--- src/rtl/truth_table_capture.sv ---
// ---------------------------------------------------------------------------
// truth_table_capture
//
// Sequential capture engine for small combinational function blocks (FUTs).
// The engine sweeps every input code through the FUT, samples its single-bit
// output after a programmable settle time, and builds the full truth table.
// It then compares the table against an expected minterm mask and streams the
// indices of all set minterms, in ascending order, over a valid/ready
// handshake.
//
// Parameters
//   N_IN    number of FUT inputs; the truth table is 2**N_IN bits wide
//   SETTLE  cycles o_stim is held before i_y is sampled (1..15)
//
// Ports
//   i_clk       rising-edge clock
//   i_rst       synchronous active-high reset
//   i_start     begin a capture; honoured only while idle
//   i_exp_mask  expected truth table (bit i = FUT output for code i),
//               latched on an accepted start
//   o_stim      input code driven to the FUT (MSB = FUT input A)
//   i_y         FUT output, combinational function of o_stim
//   o_busy      high whenever a capture is in progress
//   o_done      one-cycle pulse at the end of a capture
//   o_table     captured truth table, held until the next start
//   o_match     o_table equals the latched mask; valid from o_done on
//   o_m_valid   minterm index valid
//   i_m_ready   consumer accepts the index
//   o_m_index   current minterm index
//   o_m_last    no higher set minterm remains after this one
// ---------------------------------------------------------------------------
module truth_table_capture #(
  parameter int N_IN   = 4,
  parameter int SETTLE = 1
) (
  input  logic                   i_clk,
  input  logic                   i_rst,
  input  logic                   i_start,
  input  logic [(1<<N_IN)-1:0]   i_exp_mask,
  output logic [N_IN-1:0]        o_stim,
  input  logic                   i_y,
  output logic                   o_busy,
  output logic                   o_done,
  output logic [(1<<N_IN)-1:0]   o_table,
  output logic                   o_match,
  output logic                   o_m_valid,
  input  logic                   i_m_ready,
  output logic [N_IN-1:0]        o_m_index,
  output logic                   o_m_last
);

  localparam int TW = 1 << N_IN;

  localparam logic [2:0] S_IDLE   = 3'd0;
  localparam logic [2:0] S_APPLY  = 3'd1;
  localparam logic [2:0] S_SAMPLE = 3'd2;
  localparam logic [2:0] S_SCAN   = 3'd3;
  localparam logic [2:0] S_FIN    = 3'd4;

  localparam logic [3:0]      SETTLE_LAST = 4'(SETTLE - 1);
  localparam logic [N_IN-1:0] CODE_MAX    = {N_IN{1'b1}};
  localparam logic [N_IN-1:0] IDX_ONE     = {{(N_IN-1){1'b0}}, 1'b1};
  localparam logic [N_IN:0]   SHAMT_ONE   = {{N_IN{1'b0}}, 1'b1};

  // Architectural state
  logic [2:0]      r_state;
  logic [N_IN-1:0] r_stim;
  logic [3:0]      r_settle_cnt;
  logic [TW-1:0]   r_table;
  logic [TW-1:0]   r_exp_mask;
  logic [N_IN-1:0] r_scan_idx;
  logic            r_match;
  logic            r_done;
  logic            r_busy;
  logic            r_m_valid;
  logic [N_IN-1:0] r_m_index;
  logic            r_m_last;

  // Next-state values
  logic [2:0]      w_state_nxt;
  logic [N_IN-1:0] w_stim_nxt;
  logic [3:0]      w_settle_nxt;
  logic [TW-1:0]   w_table_nxt;
  logic [TW-1:0]   w_exp_nxt;
  logic [N_IN-1:0] w_scan_nxt;
  logic            w_match_nxt;
  logic            w_done_nxt;
  logic            w_step_done;

  // Next values of the stream and status outputs
  logic            w_busy_nxt;
  logic            w_m_valid_nxt;
  logic [N_IN-1:0] w_m_index_nxt;
  logic            w_m_last_nxt;
  logic [N_IN:0]   w_shamt;
  logic [TW-1:0]   w_above;

  // Sequencer: sweep the codes, then scan the captured table
  always_comb begin
    w_state_nxt  = r_state;
    w_stim_nxt   = r_stim;
    w_settle_nxt = r_settle_cnt;
    w_table_nxt  = r_table;
    w_exp_nxt    = r_exp_mask;
    w_scan_nxt   = r_scan_idx;
    w_match_nxt  = r_match;
    w_done_nxt   = 1'b0;
    w_step_done  = 1'b0;

    case (r_state)
      S_IDLE: begin
        if (i_start) begin
          w_exp_nxt    = i_exp_mask;
          w_table_nxt  = {TW{1'b0}};
          w_match_nxt  = 1'b0;
          w_stim_nxt   = {N_IN{1'b0}};
          w_settle_nxt = 4'd0;
          w_state_nxt  = S_APPLY;
        end else begin
          w_state_nxt  = S_IDLE;
        end
      end

      S_APPLY: begin
        w_settle_nxt = r_settle_cnt + 4'd1;
        if (r_settle_cnt == SETTLE_LAST) begin
          w_state_nxt = S_SAMPLE;
        end else begin
          w_state_nxt = S_APPLY;
        end
      end

      S_SAMPLE: begin
        w_table_nxt[r_stim] = i_y;
        // The last code leaves stim parked at all-ones until the next start.
        if (r_stim == CODE_MAX) begin
          w_scan_nxt  = {N_IN{1'b0}};
          w_state_nxt = S_SCAN;
        end else begin
          w_stim_nxt   = r_stim + IDX_ONE;
          w_settle_nxt = 4'd0;
          w_state_nxt  = S_APPLY;
        end
      end

      S_SCAN: begin
        // r_m_valid mirrors r_table[r_scan_idx]; a clear bit never waits.
        w_step_done = ~r_m_valid | i_m_ready;
        if (w_step_done) begin
          if (r_scan_idx == CODE_MAX) begin
            w_state_nxt = S_FIN;
          end else begin
            w_scan_nxt  = r_scan_idx + IDX_ONE;
            w_state_nxt = S_SCAN;
          end
        end else begin
          w_state_nxt = S_SCAN;
        end
      end

      S_FIN: begin
        w_done_nxt  = 1'b1;
        w_match_nxt = (r_table == r_exp_mask);
        w_state_nxt = S_IDLE;
      end

      default: begin
        w_state_nxt = S_IDLE;
      end
    endcase
  end

  // Output values computed from next state so every output is a flop
  always_comb begin
    w_busy_nxt = (w_state_nxt != S_IDLE);
    if (w_state_nxt == S_SCAN) begin
      w_m_valid_nxt = w_table_nxt[w_scan_nxt];
      w_m_index_nxt = w_scan_nxt;
    end else begin
      w_m_valid_nxt = 1'b0;
      w_m_index_nxt = {N_IN{1'b0}};
    end
    // One extra bit so the shift past the top index yields an empty table.
    w_shamt      = {1'b0, w_scan_nxt} + SHAMT_ONE;
    w_above      = w_table_nxt >> w_shamt;
    w_m_last_nxt = w_m_valid_nxt & (w_above == {TW{1'b0}});
  end

  // State and output registers with synchronous reset
  always_ff @(posedge i_clk) begin
    if (i_rst) begin
      r_state      <= S_IDLE;
      r_stim       <= {N_IN{1'b0}};
      r_settle_cnt <= 4'd0;
      r_table      <= {TW{1'b0}};
      r_exp_mask   <= {TW{1'b0}};
      r_scan_idx   <= {N_IN{1'b0}};
      r_match      <= 1'b0;
      r_done       <= 1'b0;
      r_busy       <= 1'b0;
      r_m_valid    <= 1'b0;
      r_m_index    <= {N_IN{1'b0}};
      r_m_last     <= 1'b0;
    end else begin
      r_state      <= w_state_nxt;
      r_stim       <= w_stim_nxt;
      r_settle_cnt <= w_settle_nxt;
      r_table      <= w_table_nxt;
      r_exp_mask   <= w_exp_nxt;
      r_scan_idx   <= w_scan_nxt;
      r_match      <= w_match_nxt;
      r_done       <= w_done_nxt;
      r_busy       <= w_busy_nxt;
      r_m_valid    <= w_m_valid_nxt;
      r_m_index    <= w_m_index_nxt;
      r_m_last     <= w_m_last_nxt;
    end
  end

  assign o_stim    = r_stim;
  assign o_busy    = r_busy;
  assign o_done    = r_done;
  assign o_table   = r_table;
  assign o_match   = r_match;
  assign o_m_valid = r_m_valid;
  assign o_m_index = r_m_index;
  assign o_m_last  = r_m_last;

endmodule

--- config.mk ---
export PLATFORM = sky130hd
export DESIGN_NAME = truth_table_capture
export DESIGN_NICKNAME = d
export VERILOG_FILES = /design/src/rtl/truth_table_capture.sv
export SDC_FILE = /design/constraint.sdc
export NUM_CORES = 1
export LEC_CHECK = 0
export BUFFER_PORTS_ARGS = -buffer_cell sky130_fd_sc_hd__buf_2
export CAP_MARGIN = 20
export CORE_UTILIZATION = 53
export CTS_BUF_LIST = sky130_fd_sc_hd__clkbuf_2
export DETAILED_ROUTE_END_ITERATION = 12
export PLACE_DENSITY = 0.84
export REMOVE_ABC_BUFFERS = 1
export SLEW_MARGIN = 20
export SYNTH_ARGS = -nofsm -noshare
export SYNTH_HDL_FRONTEND = slang
export SYNTH_SLANG_ARGS = --single-unit
export TNS_END_PERCENT = 30
--- constraint.sdc ---
create_clock -name i_clk -period 2.6 [get_ports i_clk]
set_input_delay 0.52 -clock i_clk [delete_from_list [all_inputs] [get_ports i_clk]]
set_output_delay 0.52 -clock i_clk [all_outputs]
set_load 0.1 [all_outputs]
# Word level (Yosys, flattened, before mapping)
# Cells that the tools add are included.
word_totals:
  ff_bits: 56
  latchBits: 0
  ram_bits: 0
  rom_bits: 0
  in_bits: 21
  out_inout_bits: 29
  mem_count: 0
classes:
  n_addsub: 4
  multipliers: 0
  n_div: 0
  order_cmp: 3
  eq_ne: 10
  shift: 1
  muxes: 26
  bitwise_logic: 4
  reduce_logical: 13
ops:
  columns: ["operator", "n"]
  rows:
  - ["$pmux W16 S2", 1]
  - ["$mux W4", 6]
  - ["$bwmux W16", 1]
  - ["$eq A16 B16 Y1", 1]
  - ["$logic_not A16 Y1", 1]
  - ["$mux W16", 1]
  - ["$pmux W4 S2", 2]
  - ["$shr A16 B5 Y16", 1]
  - ["$add A4 B1 Y4 const B", 3]
  - ["$pmux W3 S4", 1]
  - ["$pmux W4 S3", 1]
  - ["$lt A4 B5 Y1 const B", 2]
  - ["$eq A3 B2 Y1 const B", 3]
  - ["$eq A4 B4 Y1 const B", 2]
  - ["$mux W1", 6]
  - ["$mux W3", 2]
  - ["$reduce_and A3 Y1", 2]
  - ["$reduce_bool A3 Y1", 2]
  - ["$add A4 B1 Y5 const B", 1]
  - ["$bmux W1 S4", 1]
  - ["$demux W1 S4", 1]
  - ["$ge A4 B1 Y1 const B", 1]
  - ["$logic_not A4 Y1", 1]
  - ["$mux W2", 2]
  - ["12 further kinds", 16]

# Depth between registers and ports, before layout
# Gate-level depths: netlist (run 1).
depth:
  depth_word: 10
  mapped_depth: 10
  depth_no_buf: 10

# Worst setup path before layout (run 1)
# No wires, ideal clock.
synth_timing:
  path_type: "reg2reg"
  startpoint: "reg r_stim[1] (netlist: o_stim[1])"
  endpoint: "reg r_m_last (netlist: o_m_last)"
  t_arrival_ns: 3.114
  required_ns: 2.479
  slack_ns: -0.635
  stages_incl_launch_ff: 10
  n_path_buf: 0
  synth_period_minus_slack_ns: 3.235
  cell_sequence: "dfxtp_1 -> ha_1 -> and3_1 -> o21ai_1 -> a221oi_2 -> mux2_2 -> mux2i_1 -> mux2i_1 -> a22o_1 -> nor3b_2"
synth_between:
  elab_chain_len: 10
  word_cells_on_any_way: 20
synth_rtl:
  columns: ["item", "line", "rtl"]
  rows:
  - ["start, declared", "67", "logic [N_IN-1:0] r_stim;"]
  - ["start signal, assigned", "193", "r_stim <= {N_IN{1'b0}};"]
  - ["start signal, assigned", "206", "r_stim <= w_stim_nxt;"]
  - ["branches (longest 9 deep; another with $lt A4 B5 Y1)", null, null]
  - ["$and A1 B1 Y1 *", "186", "w_m_last_nxt = w_m_valid_nxt & (w_above == {TW{1'b0}});"]
  - ["end signal, assigned", "216", "r_m_last <= w_m_last_nxt;"]
  - ["end, declared", "77", "logic r_m_last;"]
# Every way passes the cells marked *. The select of a mux whose other input is x is not followed.
# A chain may end at the register's enable or synchronous reset.

# Worst setup path in the final report (run 1)
layout_timing:
  startpoint: "reg r_stim[3] (netlist: o_stim[3])"
  endpoint: "reg r_m_last (netlist: o_m_last)"
# Same word-level chain as after synthesis.

==> out/results.ini, run 1 <==
[run_status]
status = complete, but fails checks
violations = setup timing

[sta]
worstMarginPinSlew_ns = 0.5667
fin_skew_ns = 0.02720
layout_setup_ws_ns = -0.02525
rsz0062_at_grt = true
fin_crit_sh_pct = 101.0
setup_viol = 1
slew_headroom_pct = 61.25
maxSlewViolCount = 0
hold_violations = 0
max_clock_freq_mhz = 380.9
min_period_ns = 2.625
finalSetupTns_ns = -0.02525

[clock_tree]
cts_root_buffer = clkbuf_2
holdBufCountCts = 0
cts_tree = done
numClockSinks = 56
clk_transition_reported_paths_ns = 0.30
cts_buffers = 5
htree_levels = 2
cts.path.max_buffers = 2
worst_skew_pair.late_latency_ns = 0.47

[layout]
syn_to_final_growth_pct = 31.68
drive_gt1_share_pct = 33.54
fill_cells = 425
layout.cells.non_filler = 549
finalNetCount = 504
antenna_cells = 0

[floorplanning]
die_area_um2 = 6305
start_util_pct = 56.29
dieWidth_um = 79.41
rows = 27
core_area_um2 = 5642
die_h_um = 79.41
io_pins = 50

[power]
p_comb_share_pct = 23.2
p_seq_share_pct = 55.7
finalPower_mw = 1.644
switching_share_pct = 31.88
powerDensity_nw_per_um2 = 393.1
p_sw_mw = 0.5240
leakage_nw = 1.761
p_clk_share_pct = 21.1
p_int_mw = 1.120
ir_worst_vdd_mv = 0.2611

[detailed_routing]
drtPass1Iterations = 6
drtIter0Drc = 334
via_per_inst = 5.840
drtAntennaViolNets = 0
postRouteWirelength_mm = 8.932
wl_per_cell_um = 16.27
drc = 0
routed-via-count = 3206

[logic_synthesis]
ys_top_cells_by_area = dfxtp_1, nand2_1, mux2i_1
yosysTopAreaCell = dfxtp_1
synth_top_area_share_pct = 35.30
avgSynthCellArea_um2 = 8.163
ys_types = 47
synthFlopType = dfxtp_1
netlist_area_um2 = 3176
ys_async_sr_fraction_pct = 0
synthCells = 389
synth_edf_count = 0
ys_seq_area_share_pct = 35.30
yosysWarnings = 0
synth_seq_cells = 56

[critical_path]
rr_startpoint = o_stim[3]$_SDFFE_PP0P_
crit_arrival_ns = 3.03
cp-end-kind = register
worst_ep_required_time_ns = 3.00
worstSetupStartpointType = register
rr_worst_depth = 10
crit_fanout = 22
critPathKind = reg2reg
r2r_setup_slack_ns = -0.03
timing.rr.end = o_m_last$_SDFF_PP0_

[placed_design]
io_buffers = 49
gp_congestion = 0.9055
post-place-ws_ns = -0.1940
dp_hpwl_mm = 6.294
placed_cells = 530

[min_path]
min_path_type = in2reg
min-delay-start = i_exp_mask[1]
hold_depth = 3
hold_end = r_exp_mask[1]$_SDFFE_PP0P_

[global_route]
grt_max_degree = 46
grt_pass1_wl_mm = 13.68
grt_pass1_vias = 2840
antenna_found_initial = 0
grt_util_all_layers_pct = 27.90
gr-total-overflow = 0

[job]
maxCapViolCount = 0

placed cells by master, fill, tap and decap left out, types with 4 or more instances in the layout:
master / netlist / final
a2111oi_1: 0 / 5
nand2b_1: 4 / 4
nor2b_1: 15 / 15
a2111oi_2: 2 / 4
nor3_1: 9 / 9
a2111oi_4: 0 / 7
ha_1: 7 / 4
nand3_1: 13 / 13
xor2_1: 14 / 14
dfxtp_1: 56 / 50
inv_1: 22 / 20
o22ai_1: 14 / 6
o22ai_2: 0 / 8
o21ai_0: 7 / 6
mux2i_1: 17 / 16
a21oi_1: 25 / 25
nand2_1: 49 / 49
clkbuf_2: 0 / 5
nand4_1: 5 / 5
dfxtp_2: 0 / 4
nand3b_1: 9 / 9
nor2_1: 29 / 28
a31oi_1: 4 / 4
buf_2: 7 / 49
xnor2_1: 6 / 6
buf_4: 0 / 52
worst max-delay path by stage:
stage	start	to	slack, ns	cells after the start
after CTS	o_stim[0]$_SDFFE_PP0P_	o_m_last$_SDFF_PP0_	0.004	10
after floorplan	o_stim[1]$_SDFFE_PP0P_	o_m_last$_SDFF_PP0_	-1.0	9
after global routing	o_stim[3]$_SDFFE_PP0P_	o_m_last$_SDFF_PP0_	-0.17	10
after detailed placement	o_stim[1]$_SDFFE_PP0P_	o_m_last$_SDFF_PP0_	-0.19	9
after global placement	o_stim[0]$_SDFFE_PP0P_	o_m_last$_SDFF_PP0_	-0.16	9
final	o_stim[3]$_SDFFE_PP0P_	o_m_last$_SDFF_PP0_	-0.03	10
cell usage after synthesis, types with 2 or more instances:
cell type / n
buf_2: 7
a2111oi_0: 15
o22ai_1: 14
o21bai_1: 2
o211ai_1: 3
xnor2_1: 6
nor4_1: 3
and3_1: 3
nand4_1: 5
o22a_1: 3
nor2_1: 29
a21boi_0: 2
buf_6: 3
nand2b_1: 4
ha_1: 7
or3b_1: 4
clkbuf_1: 13
nor2b_1: 15
o21ai_0: 7
nand2_1: 49
inv_1: 22
a32oi_1: 2
mux2i_1: 17
nor3b_1: 2
a21oi_1: 25
xor2_1: 14
nand3_1: 13
dfxtp_1: 56
mux2_2: 3
or2_2: 3
or3_1: 2
a31oi_1: 4
nor3_1: 9
nand3b_1: 9
a2111oi_2: 2
critical path: stages, from the launching register on:
cell	delay (ns)
dfxtp_1	0.47
buf_12	0.17
nand3b_1	0.12
a2111oi_0	0.59
buf_4	0.21
o22ai_1	0.07
mux2i_1	0.24
a31oi_1	0.13
nor4_1	0.30
a21oi_1	0.12
nor3b_2	0.15
per-stage QoR:
| step | area [µm²] | utilization (%) | hold WS [ns] |
|---|---|---|---|
| finish | 4182 | 74.12 | 0.2288 |
| CTS | 3913 | 69.35 | 0.2152 |
| global placement | 3754 | 66.53 | 0.4501 |
| detailed placement | 3754 | 66.53 | 0.4616 |
| floorplan | 3054 | - | 0.4420 |
| global route | 4182 | 74.12 | 0.2036 |
power groups by stage:
| stage | logic, mW | registers (mW) | clock network, mW |
|---|---|---|---|
| finish | 0.381 | 0.916 | 0.347 |
| global route | 0.410 | 0.921 | 0.384 |
| CTS | 0.333 | 0.915 | 0.354 |
| detailed placement | 0.310 | 0.930 | 0 |
| global placement | 0.302 | 0.929 | 0 |
| floorplan | 0.148 | 0.968 | 0 |
cells by family after synthesis:
group,synth area share [%]
and+or+nand+nor,25.41
AOI/OAI and AO/OA,18.16
DFF,35.30
buffers and inverters,6.422
xor gates and xnor gates,5.516
muxes,6.422
adders and majority gates,2.758
sequential cells by signal, summed over array words and instances (netlist names), 3 cells and up:
name and count:
o_m_index 4, r_exp_mask 16, o_table 16, r_state 3
r_scan_idx 4, r_settle_cnt 4, o_stim 4
what timing repair did:
action                                  CTS  global route
pin swaps                                 5            20
buffers inserted                          2             9
gates resized for setup                  27            41
endpoints found under the setup margin    2             2
per-layer routing:
metal / share of wire [%] / vias to the layer above / global-route usage [%]
li1: - / 1557 / -
met5: 0 / - / 0
met3: 6.4 / 20 / 3.086
met1: 45 / 1481 / 38.18
met2: 47 / 148 / 46.47
met4: 1.9 / 0 / 7.455
final cells by class:
class	instances	area, µm²	area share [%]
multi-input cells	287	2142	51.23
repair buffers	104	686.9	16.43
inverters	22	85.08	2.035
clock inverters	3	18.77	0.4488
well taps	72	90.09	2.154
clock buffers	5	25.02	0.5984
flip-flops and latches	56	1134	27.11
Power figures use the tool's default switching activity.
==> run 2: changes to the inputs <==
--- a/config.mk
+++ b/config.mk
@@ -11,7 +11,6 @@
 export CTS_BUF_LIST = sky130_fd_sc_hd__clkbuf_2
 export DETAILED_ROUTE_END_ITERATION = 12
 export PLACE_DENSITY = 0.84
-export REMOVE_ABC_BUFFERS = 1
 export SLEW_MARGIN = 20
 export SYNTH_ARGS = -nofsm -noshare
 export SYNTH_HDL_FRONTEND = slang
==> run 2 against run 1 <==
Effect of this change: the flow still finishes with violations (setup timing); worst hold slack worse by 0.017 ns; count of clock-buffer cells in the layout unchanged; die area unchanged; critical path type unchanged; largest cell class unchanged; largest power group unchanged; highest routed layer unchanged.
==> out/results.ini, run 2 (same netlist as run 1, synthesis figures left out) <==
[critical_path]
critPathKind = reg2reg
slowest_delay_ns = 0.50
worst_ep_required_time_ns = 3.04
timing.rr.end = o_m_last$_SDFF_PP0_
rr_worst_depth = 12
r2r_setup_slack_ns = -0.03
path_buf_inv = 3
worstSetupStartpointType = register
critPathMostFrequentCell = buf_4
slowest_stage = a2111oi_0
cpLargestDelayFamily = compound AO/OA/AOI/OAI gates
cp-startpoint = o_stim[0]$_SDFFE_PP0P_
rr_startpoint = o_stim[0]$_SDFFE_PP0P_
crit_arrival_ns = 3.07
crit_fanout = 6
crit_chain = inv_4 -> ha_2 -> buf_4 -> nand3_1 -> a2111oi_0 -> o22ai_1 -> buf_4 -> mux2i_1 -> a32oi_1 -> nor2_1 -> a21oi_1 -> nor3b_2
cp-end-kind = register

[layout]
final_cell_mix = nand2_1, buf_2, dfxtp_1
antenna_cells = 0
syn_to_final_growth_pct = 25.97
utilization_pct = 70.90
drive_gt1_share_pct = 31.83
finalNetCount = 492
fill_cells = 447

[global_route]
grt_pass1_vias = 2966
grt_util_all_layers_pct = 29.16
antenna_found_initial = 0
grt_max_degree = 46
gr-total-overflow = 0
grt_pass1_wl_mm = 14.25

[sta]
setup_viol = 1
slew_headroom_pct = 47.90
layout_setup_ws_ns = -0.02534
max_clock_freq_mhz = 380.9
hold_violations = 0
min_period_ns = 2.625
maxSlewViolCount = 0
fin_skew_ns = 0.02422
worstMarginPinSlew_ns = 0.7791
fin_crit_sh_pct = 101.0

[placed_design]
gp_congestion = 0.9927
dp_hpwl_mm = 6.448
io_buffers = 49

[logic_synthesis]
synth_fp_nets = 417

[detailed_routing]
wl_per_cell_um = 16.94
postRouteWirelength_mm = 9.099
drc = 0
drtIter0Drc = 357
drtAntennaViolNets = 0
drtPass1Iterations = 6
via_per_inst = 6.073
routed-via-count = 3261

[floorplanning]
dieWidth_um = 79.41
rows = 27
io_pins = 50
core_area_um2 = 5642
die_area_um2 = 6305
die_h_um = 79.41
start_util_pct = 56.29

[min_path]
hold_end = r_exp_mask[5]$_SDFFE_PP0P_
min_path_type = in2reg
hold_depth = 3
min-delay-start = i_exp_mask[5]

[clock_tree]
cts.path.max_buffers = 2
worst_skew_pair.late_latency_ns = 0.48
cts_tree = done
cts_root_buffer = clkbuf_2
clk_transition_reported_paths_ns = 0.32
holdBufCountCts = 0
numClockSinks = 56
htree_levels = 2
cts_buffers = 5

[job]
maxCapViolCount = 0

[power]
powerDensity_nw_per_um2 = 414.1
finalPower_mw = 1.657
ir_worst_vdd_mv = 0.3507
leakage_nw = 1.679

[run_status]
violations = setup timing
status = complete, but fails checks

## run 2: cell count changes in the layout (fill, tap and decap cells not counted), sizes merged
| cell | before | now |
|---|---|---|
| buf | 104 | 92 |
| clkinv | 3 | 0 |
| inv | 22 | 24 |
| clkinvlp | 0 | 1 |
## run 2: layer usage
metal	share of wire, %	routed length (µm)	vias to the layer above	GRT usage (%)
met3	7.2	655	28	4.686
met2	47	4300	173	47.67
li1	-	-	1528	-
met4	3.0	269	0	10.00
met5	0	0	-	0
met1	43	3873	1532	38.83
## run 2: what timing repair did
action / in CTS / in global routing
setup endpoints to repair: 1 / 2
gates resized for setup: 1 / 48
pin swaps: 0 / 12
setup buffers: 0 / 4
hold endpoints to repair: 0 / 0
## run 2: how the worst max path moves through the flow
stage                                     end  slack [ns]  cells after the start
after global routing      o_m_last$_SDFF_PP0_       -0.22                     12
after global placement    o_m_last$_SDFF_PP0_        0.03                     11
final                     o_m_last$_SDFF_PP0_       -0.03                     12
after detailed placement  o_m_last$_SDFF_PP0_        0.03                     10
after floorplan           o_m_last$_SDFF_PP0_       0.005                      9
after CTS                 o_m_last$_SDFF_PP0_      0.0007                     10
## run 2: final cells by class
cell class / instances / area, µm² / share of cell area (%)
Sequential cell: 56 / 1135 / 28.37
Clock buffer: 5 / 25.02 / 0.6256
Tap cell: 72 / 90.09 / 2.252
Multi-Input combinational cell: 287 / 2064 / 51.61
Timing Repair Buffer: 92 / 575.6 / 14.39
Clock inverter: 3 / 25.02 / 0.6256
Inverter: 22 / 85.08 / 2.127
## run 2: power breakdown
group          leakage [nW]  switching (mW)  internal (mW)
registers             0.458          0.0323          0.891
logic                  1.19           0.202          0.149
clock network        0.0300           0.308         0.0741
total                  1.68           0.542           1.11
## run 2: metrics by stage
step / area [µm²] / worst slack (ns) / setup TNS [ns] / cells / hold WS [ns]
5_1_grt: 4000 / -0.2188 / -0.2188 / 537 / 0.1653
3_5_place_dp: 3731 / 0.03211 / 0 / 525 / 0.4626
4_1_cts: 3782 / 0.0006848 / 0 / 533 / 0.2014
6_report: 4000 / -0.02534 / -0.02534 / 537 / 0.2117
2_1_floorplan: 3224 / 0.004918 / 0 / 389 / 0.4481
3_3_place_gp: 3731 / 0.02956 / 0 / 525 / 0.4543
## run 2: worst min-delay path: stages
cell and delay, ns:
buf_2 0.09, nand2_1 0.04, a21oi_1 0.05
